===== config.mk =====
export PLATFORM = sky130hd
export DESIGN_NAME = wb_stage
export DESIGN_NICKNAME = d
export VERILOG_FILES = /design/src/rtl/riscv_pkg.sv /design/src/rtl/load_align.sv /design/src/rtl/wb_stage.sv
export SDC_FILE = /design/constraint.sdc
export NUM_CORES = 1
export LEC_CHECK = 0
export CAP_MARGIN = 20
export CORE_MARGIN = 2
export CORE_UTILIZATION = 35
export CTS_CLUSTER_DIAMETER = 60
export DETAILED_ROUTE_END_ITERATION = 7
export PLACE_DENSITY = 0.81
export SLEW_MARGIN = 20
export SYNTH_ARGS = -nofsm -noshare
export SYNTH_HDL_FRONTEND = slang
export SYNTH_SLANG_ARGS = --single-unit

===== constraint.sdc =====
create_clock -name clk -period 2.4 [get_ports clk]
set_input_delay 0.48 -clock clk [delete_from_list [all_inputs] [get_ports clk]]
set_output_delay 0.48 -clock clk [all_outputs]
set_load 0.1 [all_outputs]

===== src/rtl/riscv_pkg.sv =====
// Shared RISC-V core definitions: opcodes, load funct3 encodings, WB-stage states
// and the result record produced by the load aligner.
package riscv_pkg;

    localparam logic [6:0] OPC_LOAD   = 7'b0000011;
    localparam logic [6:0] OPC_STORE  = 7'b0100011;
    localparam logic [6:0] OPC_OP_IMM = 7'b0010011;
    localparam logic [6:0] OPC_OP     = 7'b0110011;
    localparam logic [6:0] OPC_LUI    = 7'b0110111;
    localparam logic [6:0] OPC_AUIPC  = 7'b0010111;
    localparam logic [6:0] OPC_JAL    = 7'b1101111;
    localparam logic [6:0] OPC_JALR   = 7'b1100111;
    localparam logic [6:0] OPC_BRANCH = 7'b1100011;

    localparam logic [2:0] F3_LB  = 3'b000;
    localparam logic [2:0] F3_LH  = 3'b001;
    localparam logic [2:0] F3_LW  = 3'b010;
    localparam logic [2:0] F3_LBU = 3'b100;
    localparam logic [2:0] F3_LHU = 3'b101;

    localparam logic [0:0] ST_IDLE      = 1'b0;
    localparam logic [0:0] ST_LOAD_WAIT = 1'b1;

    typedef struct packed {
        logic [31:0] data;
        logic        misaligned;
    } load_result_t;

endpackage


===== src/rtl/load_align.sv =====
// Combinational load data aligner: picks the addressed byte/half/word out of the
// memory read word, extends it per funct3 and flags misaligned accesses.
module load_align
    import riscv_pkg::*;
(
    input  logic [31:0]  rdata,
    input  logic [1:0]   offset,
    input  logic [2:0]   funct3,
    output load_result_t result
);

    logic [7:0]  byte_sel;
    logic [15:0] half_sel;

    always_comb begin
        case (offset)
            2'd0:    byte_sel = rdata[7:0];
            2'd1:    byte_sel = rdata[15:8];
            2'd2:    byte_sel = rdata[23:16];
            default: byte_sel = rdata[31:24];
        endcase
        half_sel = offset[1] ? rdata[31:16] : rdata[15:0];
    end

    // Unknown funct3 values produce zero data and are never treated as misaligned.
    always_comb begin
        result.data       = 32'h0000_0000;
        result.misaligned = 1'b0;
        case (funct3)
            F3_LB:  result.data = {{24{byte_sel[7]}}, byte_sel};
            F3_LBU: result.data = {24'h00_0000, byte_sel};
            F3_LH: begin
                result.data       = {{16{half_sel[15]}}, half_sel};
                result.misaligned = offset[0];
            end
            F3_LHU: begin
                result.data       = {16'h0000, half_sel};
                result.misaligned = offset[0];
            end
            F3_LW: begin
                result.data       = rdata;
                result.misaligned = (offset != 2'd0);
            end
            default: begin
                result.data       = 32'h0000_0000;
                result.misaligned = 1'b0;
            end
        endcase
    end

endmodule


===== src/rtl/wb_stage.sv =====
// Write-back stage: drives the register-file write port, and stalls the pipeline
// while a load waits for data memory, aborting it after LOAD_TIMEOUT cycles.
module wb_stage
    import riscv_pkg::*;
#(
    parameter int LOAD_TIMEOUT = 16
)
(
    input  logic        clk,
    input  logic        reset,
    input  logic [31:0] wb_result,
    input  logic        wb_alu_to_reg,
    input  logic        wb_mem_to_reg,
    input  logic [4:0]  wb_dest_reg_sel,
    input  logic [1:0]  wb_read_address,
    input  logic [2:0]  mem_alu_operation,
    input  logic [31:0] dmem_rdata,
    input  logic        dmem_rvalid,
    output logic        stall_read,
    output logic        rf_we,
    output logic [4:0]  rf_waddr,
    output logic [31:0] rf_wdata,
    output logic        load_misaligned,
    output logic        load_timeout
);

    localparam int            CW          = $clog2(LOAD_TIMEOUT) + 1;
    localparam logic [CW-1:0] TIMEOUT_VAL = CW'(LOAD_TIMEOUT);

    logic [0:0]    state;
    logic [0:0]    state_next;
    logic [CW-1:0] wait_cnt;
    logic [CW-1:0] wait_cnt_next;
    load_result_t  aligned;
    logic          is_load;
    logic          write_en;
    logic          write_ok;
    logic [31:0]   write_data;
    logic          misaligned_hit;
    logic          timeout_hit;

    load_align u_load_align (
        .rdata  (dmem_rdata),
        .offset (wb_read_address),
        .funct3 (mem_alu_operation),
        .result (aligned)
    );

    assign is_load  = wb_alu_to_reg && wb_mem_to_reg;
    assign write_ok = write_en && (wb_dest_reg_sel != 5'd0);

    // In LOAD_WAIT the EX/WB register is frozen, so the held load is still presented.
    always_comb begin
        state_next     = state;
        wait_cnt_next  = wait_cnt;
        stall_read     = 1'b0;
        write_en       = 1'b0;
        write_data     = wb_result;
        misaligned_hit = 1'b0;
        timeout_hit    = 1'b0;
        case (state)
            ST_IDLE: begin
                if (is_load) begin
                    if (aligned.misaligned) begin
                        misaligned_hit = 1'b1;
                    end else if (dmem_rvalid) begin
                        write_en   = 1'b1;
                        write_data = aligned.data;
                    end else begin
                        stall_read    = 1'b1;
                        state_next    = ST_LOAD_WAIT;
                        wait_cnt_next = CW'(1);
                    end
                end else if (wb_alu_to_reg) begin
                    write_en = 1'b1;
                end
            end
            default: begin
                if (dmem_rvalid) begin
                    write_en      = 1'b1;
                    write_data    = aligned.data;
                    state_next    = ST_IDLE;
                    wait_cnt_next = '0;
                end else if (wait_cnt < TIMEOUT_VAL) begin
                    stall_read    = 1'b1;
                    wait_cnt_next = wait_cnt + 1'b1;
                end else begin
                    timeout_hit   = 1'b1;
                    state_next    = ST_IDLE;
                    wait_cnt_next = '0;
                end
            end
        endcase
        if (reset) begin
            stall_read = 1'b0;
        end
    end

    always_ff @(posedge clk) begin
        if (reset) begin
            state           <= ST_IDLE;
            wait_cnt        <= '0;
            rf_we           <= 1'b0;
            rf_waddr        <= 5'd0;
            rf_wdata        <= 32'h0000_0000;
            load_misaligned <= 1'b0;
            load_timeout    <= 1'b0;
        end else begin
            state           <= state_next;
            wait_cnt        <= wait_cnt_next;
            rf_we           <= write_ok;
            load_misaligned <= misaligned_hit;
            load_timeout    <= timeout_hit;
            if (write_ok) begin
                rf_waddr <= wb_dest_reg_sel;
                rf_wdata <= write_data;
            end
        end
    end

endmodule

Word level (Yosys, flattened, before mapping)
Cells that the tools add are included.
- bits in registers: 46
- input port bits: 79
- output and inout bits: 41
- word-level logic and storage cells: 58
- add/subtract/negate cells: 1
- order comparisons: 1
- equal/unequal tests: 8
- mux-type cells: 28
- bitwise logic cells: 2
- reduce and logical (&&, ||, !) cells: 11
- operators with widths (operator ; count):
    $pmux 32 s5 ; 1
    $mux 32 ; 4
    $mux 5 ; 6
    $pmux 8 s3 ; 1
    $mux 16 ; 1
    $mux 1 ; 14
    $eq 3x3->1 const B ; 2
    $reduce_or 3->1 ; 2
    $add 5x1->5 const B ; 1
    $lt 5x5->1 const B ; 1
    $reduce_bool 5->1 ; 1
    $reduce_bool 2->1 ; 2
    $eq 3x1->1 const B ; 1
    $eq 3x2->1 const B ; 1
    $logic_not 3->1 ; 1
    $reduce_and 3->1 ; 1
    $eq 2x1->1 const B ; 1
    $eq 2x2->1 const B ; 1
    $logic_and 1x1->1 ; 2
    $logic_not 2->1 ; 1
    $ne 2x1->1 const B ; 1
    $ne 2x2->1 const B ; 1
    $not 1->1 ; 2
    $pmux 1 s2 ; 1
    $reduce_or 2->1 ; 1

Logic depth before layout (Yosys ltp)
Gate-level depths: netlist (run 1).
- depth in word-level cells: 7
- depth in mapped cells: 8
- mapped depth without buffers: 5

Hierarchy
Synthesis (run 1) repeated with hierarchy kept, for this count alone.
- cell total of the unflattened synthesis: 349
- area total of the unflattened synthesis: 3367.0 sq um
- by module, submodules not included (module ; instances ; cells each ; area an instance (sq um) ; seq. area each (sq um)):
    wb_stage ; 1 ; 249 ; 2627.5 ; 920.9
    load_align ; 1 ; 100 ; 739.5 ; 0.0

Worst setup path after synthesis (run 1)
No wires, ideal clock.
- path kind: in2out
- start: input wb_read_address[1]
- end: output stall_read
- arrival time: 3.197 ns
- data required time: 1.920 ns
- slack: -1.277 ns
- cell stages on the path: 5
- path buffers: 1
- cells stage by stage: buf_2 nor2_1 o21a_1 a21oi_1 nor3_1
- longest elaborated chain between the ends: 6
- RTL lines (element ; RTL line ; RTL):
    start: declaration ; wb_stage.sv:15 ; input logic [1:0] wb_read_address,
    $reduce_bool 2->1 ; load_align.sv:42 ; result.misaligned = (offset != 2'd0);
    $pmux 1 s2 ; load_align.sv:29 ; case (funct3)
    $mux 1 ; wb_stage.sv:64 ; if (aligned.misaligned) begin
    $mux 1 ; wb_stage.sv:63 ; if (is_load) begin
    $mux 1 ; wb_stage.sv:61 ; case (state)
    $mux 1 ; wb_stage.sv:94 ; if (reset) begin
    end: declaration ; wb_stage.sv:19 ; output logic stall_read,
Every way passes these cells.

Worst setup path after layout (run 1)
- start: input mem_alu_operation[0]
- end: output stall_read
- longest elaborated chain between the ends: 7
- elaborated cells on any way between the ends: 9
- RTL lines (element ; RTL line ; RTL):
    start: declaration ; wb_stage.sv:16 ; input logic [2:0] mem_alu_operation,
    $eq 3x1->1 / $eq 3x3->1 (equally long branches) ; load_align.sv:29 ;
    $reduce_or 2->1 (no line) ; -- ;
    $pmux 1 s2 * ; load_align.sv:29 ;
    $mux 1 * ; wb_stage.sv:64 ;
    $mux 1 * ; wb_stage.sv:63 ;
    $mux 1 * ; wb_stage.sv:61 ;
    $mux 1 * ; wb_stage.sv:94 ;
Mark *: on every way between the ends. The rest lies on a longest branch, timed or not.

==> results.json, run 1 <==
{
  "status": "complete, no violations",
  "tritoncts": "done",
  "rsz0062_at_grt": "no",
  "period_needed_ns": 2.30,
  "drv_cap": 0,
  "diodes": 0,
  "synthTopCellsByArea": "dfxtp_1, a221oi_1, mux2_2",
  "cp_max_fo": 2,
  "dieArea_um2": 8470,
  "critical_path_class": "in -> out",
  "gr-usage-all-layers_pct": 20.2,
  "vias": 2975,
  "dr.first_iter.drc_count": 151,
  "die_h_um": 92.1,
  "dr.pass1.iters": 4,
  "syn_area_per_cell_um2": 8.17,
  "layout.cells.non_filler": 552,
  "max_freq_ghz": 0.434,
  "synth-main-ff-cell": "dfxtp_1",
  "ys_ff_latch": 46,
  "worstSetupStartpointType": "input pin",
  "rows": 32,
  "synthToLayoutAreaGrowth_pct": 52.7,
  "clock_latency_ns": 0.29,
  "wirelength_mm": 8.71,
  "dieWidth_um": 92.1,
  "root_buffer": "clkbuf_8",
  "grt_overflow": 0,
  "core-area_um2": 7610,
  "synth_edf_count": 0,
  "period_share_pct": 95.9,
  "synthArstFlopShare_pct": 0,
  "final_util_pct": 54.5,
  "grt_pass1_vias": 2873,
  "numCtsBuffers": 5,
  "start_util_pct": 35.7,
  "synth_top_cell_area_share_pct": 33.9,
  "ant_nets": 0,
  "synth_most_common_cell": "dfxtp_1",
  "fillers": 719,
  "placed_area_um2": 4020,
  "clk_pin_slew_ns": 0.09,
  "yosysSeqAreaShare_pct": 33.9,
  "wl_per_cell_um": 15.8,
  "synth_cell_types": 41,
  "htreeDepth": 2,
  "relSlewSlack_pct": 64.3,
  "final_area_um2": 4140,
  "worstHoldPathType": "in -> reg",
  "p_leak_nw": 1.68,
  "vias_per_cell": 5.39,
  "critPathArrivalTime_ns": 1.82,
  "yosys_warnings": 0,
  "antenna_found_initial": 0,
  "end_kind": "primary output",
  "cts.sinks": 46,
  "hold_violations": 0,
  "hold_slack_ns": 0.396,
  "synthesis.area_um2": 2710,
  "slew_viol_final": 0,
  "cp.required_ns": 1.92,
  "drc": 0,
  "gp_congestion": 0.899,
  "yosys-top-cells-count": "dfxtp_1, nand2_1, nor2_1",
  "tightest_slew_ns": 0.535,
  "io_buffers": 119,
  "grt_pass1_wl_mm": 13.9,
  "grt_max_degree": 46,
  "setup_violations": 0,
  "fin_skew_ns": 0.00617,
  "syn_nets": 412,
  "fin_nets": 529,
  "io_pins": 120,
  "dp_hpwl_mm": 6.53,
  "clk_path_buf_depth": 2,
  "drive_gt1_share_pct": 23.8,
  "synth_top_cell_by_area": "dfxtp_1",
  "place_inst": 543,
  "synth_cells": 332,
  "p_per_area_nw_per_um2": 617,
  "cts_hold_buf": 0,
  "ir_worst_vdd_v": 0.000313
}
[cell type report]
| cell class | count | area (µm²) | area share (%) |
|---|---|---|---|
| clock buffer | 8 | 110 | 2.66 |
| sequential | 46 | 921 | 22.2 |
| inverter | 1 | 3.75 | 0.0906 |
| tap | 102 | 128 | 3.08 |
| timing repair buffer | 142 | 1360 | 32.7 |
| multi-input combinational | 253 | 1630 | 39.2 |
[logic make-up after synthesis]
| group | count (synthesis) | synth area share (%) |
|---|---|---|
| flip-flops | 46 | 33.9 |
| AND/OR/NAND/NOR | 134 | 22.0 |
| adder cells (fa/ha/maj) | 1 | 0.461 |
| buffers and inverters | 33 | 7.10 |
| multiplexers | 26 | 11.2 |
| AO/OA/AOI/OAI | 92 | 25.2 |
[per-layer routing]
layer | GRT usage (%) | vias up | wire [µm]
met1 | 24.6 | 1391 | 3530
met4 | 5.10 | 0 | 146
met5 | 0 | - | 0
met3 | 4.03 | 15 | 630
met2 | 36.2 | 118 | 4400
li1 | - | 1451 | -
[stage by stage]
stage	total power (W)	setup TNS, ns	worst slack [ns]
after global placement	0.00201	-1.81	-0.103
final	0.00256	0	0.0977
after detailed placement	0.00202	-3.52	-0.136
after CTS	0.00258	0	0.0246
after floorplan	0.00168	0	0.0487
after global routing	0.00268	0	0.00356
[registers in the layout, summed over array words and instances, names as in the netlist]
| signal | count |
|---|---|
| rf_waddr | 5 |
| state | 1 |
| load_misaligned | 1 |
| rf_we | 1 |
| rf_wdata | 32 |
| wait_cnt | 5 |
| load_timeout | 1 |
[repair_timing]
item                       in CTS  in global routing
setup endpoints to repair       1                  1
gates cloned                    0                  0
pin swaps                       3                  3
setup buffers                   1                  0
resized for setup               6                  2
[worst max-delay path: stages]
cell and delay [ns]:
dlygate4sd2_1 0.24, or3b_4 0.39, o21a_1 0.20, a21oi_1 0.15, buf_4 0.14, nor3_4 0.05, buf_12 0.17
[layout by cell type, fill, tap and decap left out, drive strengths merged, types with 2 or more instances in the layout]
| cell | Yosys | final |
|---|---|---|
| o21a | 3 | 3 |
| mux2i | 9 | 9 |
| mux2 | 16 | 16 |
| nor3 | 29 | 29 |
| or2 | 2 | 2 |
| a21oi | 8 | 8 |
| dlygate4sd2 | 0 | 4 |
| clkdlybuf4s50 | 0 | 71 |
| a22oi | 18 | 18 |
| nand2b | 2 | 2 |
| buf | 18 | 65 |
| dfxtp | 46 | 46 |
| a221oi | 26 | 26 |
| nor2 | 42 | 42 |
| dlymetal6s2s | 0 | 2 |
| clkbuf | 14 | 8 |
| o21ai | 28 | 28 |
| and2 | 2 | 2 |
| a211oi | 7 | 7 |
| nand2 | 45 | 45 |
| and3 | 2 | 2 |
[report_power, final]
group	internal, W	total [W]	switching (W)
Sequential	0.000831	0.000871	0.0000397
Clock	0.000291	0.000552	0.000260
Combinational	0.000377	0.00114	0.000759
Total	0.00150	0.00256	0.00106
[path summary, 6_finish.rpt]
| check | start | to | slack, ns | depth (start not counted) |
|---|---|---|---|---|
| worst max register to register | state | rf_wdata[1] | 0.71 | 6 |
| worst max-delay path | mem_alu_operation[0] | stall_read | 0.1 | 7 |
| worst min register to register | rf_waddr[4] | rf_waddr[4] | 0.47 | 2 |
| worst min-delay path | reset | state | 0.40 | 2 |
No activity file was read; power rests on OpenSTA's default activity.
==> inputs of run 2 (changes only) <==
CAP_MARGIN = 15   (was 20)
CORE_MARGIN = default   (was 2)
==> run 2 against run 1 <==
  * Hold slack gained 0.036 ns
  * Utilization grew 1.3 points
  * Critical path depth shrank 1
  * Via count shrank 0.50%
  * Combinational power is essentially flat
  * Power shrank 2.4%
  * Cell area shrank 0.78%
  * Sequential share of layout area grew 0.18 points
  * Non-clock buffer count shrank 1
==> results.json, run 2 (synthesized netlist as in run 1, its figures left out) <==
{
  "status": "complete, no violations",
  "dieArea_um2": 8110,
  "p_comb_share_pct": 45.3,
  "relSlewSlack_pct": 65.8,
  "antenna_found_initial": 0,
  "core-area_um2": 7370,
  "grt_overflow": 0,
  "largest_reg_flops": 32,
  "finalPower_w": 0.00250,
  "io_pins": 120,
  "final_util_pct": 55.8,
  "grt_max_degree": 46,
  "wl_per_cell_um": 15.7,
  "power_frac_seq_pct": 34.8,
  "dieWidth_um": 90.1,
  "p_per_area_nw_per_um2": 607,
  "clock_latency_ns": 0.29,
  "die_h_um": 90.1,
  "start_util_pct": 36.8,
  "cts_hold_buf": 0,
  "cts.sinks": 46,
  "synthToLayoutAreaGrowth_pct": 51.5,
  "tns_ns": 0,
  "grt_pass1_wl_mm": 13.7,
  "vias": 2960,
  "dp_hpwl_mm": 6.45,
  "final_area_um2": 4110,
  "critPathArrivalTime_ns": 1.81,
  "cp.required_ns": 1.92,
  "rows": 31,
  "max_freq_ghz": 0.436,
  "drive_gt1_share_pct": 23.6,
  "rsz0062_at_grt": "no",
  "clk_path_buf_depth": 2,
  "clk_pin_slew_ns": 0.09,
  "dr.pass1.iters": 4,
  "slew_viol_final": 0,
  "htreeDepth": 2,
  "fin_nets": 528,
  "drv_cap": 0,
  "p_switching_w": 0.00106,
  "hold_slack_ns": 0.432,
  "mostFrequentLayoutCells": "clkdlybuf4s50_1, buf_4, dfxtp_1",
  "ir_worst_vdd_v": 0.000414,
  "worstSetupStartpointType": "input pin",
  "diodes": 0,
  "root_buffer": "clkbuf_8",
  "wirelength_mm": 8.62,
  "tightest_slew_ns": 0.513,
  "placed_area_um2": 3980,
  "ant_nets": 0,
  "period_share_pct": 95.6,
  "vias_per_cell": 5.40,
  "p_sw_share_pct": 42.5,
  "final-seq-area_um2": 921,
  "grt_pass1_vias": 2904,
  "gp_congestion": 0.847,
  "multiInputGateArea_um2": 1630,
  "p_int_w": 0.00144,
  "worstHoldPathType": "in -> reg",
  "pwr-share-clk_pct": 19.9,
  "tritoncts": "done",
  "regMostFlops": "rf_wdata",
  "period_needed_ns": 2.29,
  "critical_path_class": "in -> out",
  "p_leak_nw": 1.66,
  "mostFrequentLayoutCell": "clkdlybuf4s50_1",
  "drc": 0,
  "numCtsBuffers": 5,
  "end_kind": "primary output",
  "io_buffers": 119,
  "fin_skew_ns": 0.00635,
  "hold_violations": 0,
  "top_regs": "rf_wdata: 32 flops, rf_waddr: 5 flops, wait_cnt: 5 flops",
  "dr.first_iter.drc_count": 139,
  "cp_max_fo": 2,
  "setup_violations": 0,
  "fillers": 710,
  "gr-usage-all-layers_pct": 20.7
}
[run 2: cell types whose count changed in the layout (fill, tap and decap cells not counted)]
| cell | previous run | this run |
|---|---|---|
| a21oi_1 | 7 | 6 |
| a21oi_2 | 1 | 2 |
| buf_12 | 8 | 7 |
| clkbuf_1 | 0 | 1 |
| clkbuf_8 | 8 | 6 |
| clkdlybuf4s50_1 | 71 | 72 |
| clkinv_2 | 0 | 1 |
| dlygate4sd2_1 | 4 | 3 |
| nor2_1 | 41 | 40 |
| nor2_4 | 0 | 1 |
| or3b_1 | 0 | 1 |
| or3b_4 | 1 | 0 |
[run 2: repair_timing]
action | 4_1_cts | 5_1_grt
endpoints found under the setup margin | 1 | 1
resized for setup | 5 | 4
buffers inserted | 3 | 0
pin swaps | 3 | 0
[run 2: per-layer routing]
| metal | vias up | track usage (%) | wire length [µm] |
|---|---|---|---|
| met5 | - | 0 | 0 |
| met4 | 0 | 7.12 | 233 |
| met3 | 19 | 4.57 | 639 |
| met2 | 123 | 35.4 | 4160 |
| met1 | 1371 | 25.5 | 3590 |
| li1 | 1447 | - | - |
[run 2: layout make-up]
cell class                      count  area share, %
Timing Repair Buffer              141           32.5
Sequential cell                    46           22.4
Clock buffer                        7           2.10
Multi-Input combinational cell    253           39.7
Inverter                            1         0.0913
Clock inverter                      1          0.122
Tap cell                           99           3.01
[run 2: worst paths after layout]
check | startpoint | endpoint | slack (ns) | cells past startpoint
max | mem_alu_operation[0] | stall_read | 0.11 | 6
min | reset | state | 0.43 | 2
max reg2reg | state | rf_wdata[6] | 0.71 | 6
min reg2reg | rf_waddr[1] | rf_waddr[1] | 0.46 | 2
[run 2: power groups by stage]
stage | clock network, W | registers, W | logic, W
finish | 0.000497 | 0.000869 | 0.00113
global route | 0.000540 | 0.000878 | 0.00119
CTS | 0.000516 | 0.000869 | 0.00113
detailed placement | 0 | 0.000887 | 0.00113
global placement | 0 | 0.000885 | 0.00112
floorplan | 0 | 0.00135 | 0.000329
[run 2: per-stage QoR]
stage / std cells / setup slack, ns
2_1_floorplan: 332 / 0.0487
3_3_place_gp: 537 / -0.0917
3_5_place_dp: 537 / -0.117
4_1_cts: 548 / 0.0401
5_1_grt: 548 / 0.0503
6_report: 548 / 0.106
[run 2: worst max-delay path, stage by stage]
cell,delay [ns]
dlygate4sd2_1,0.26
or3b_1,0.40
o21a_1,0.23
a21oi_2,0.21
nor3_4,0.06
buf_12,0.17
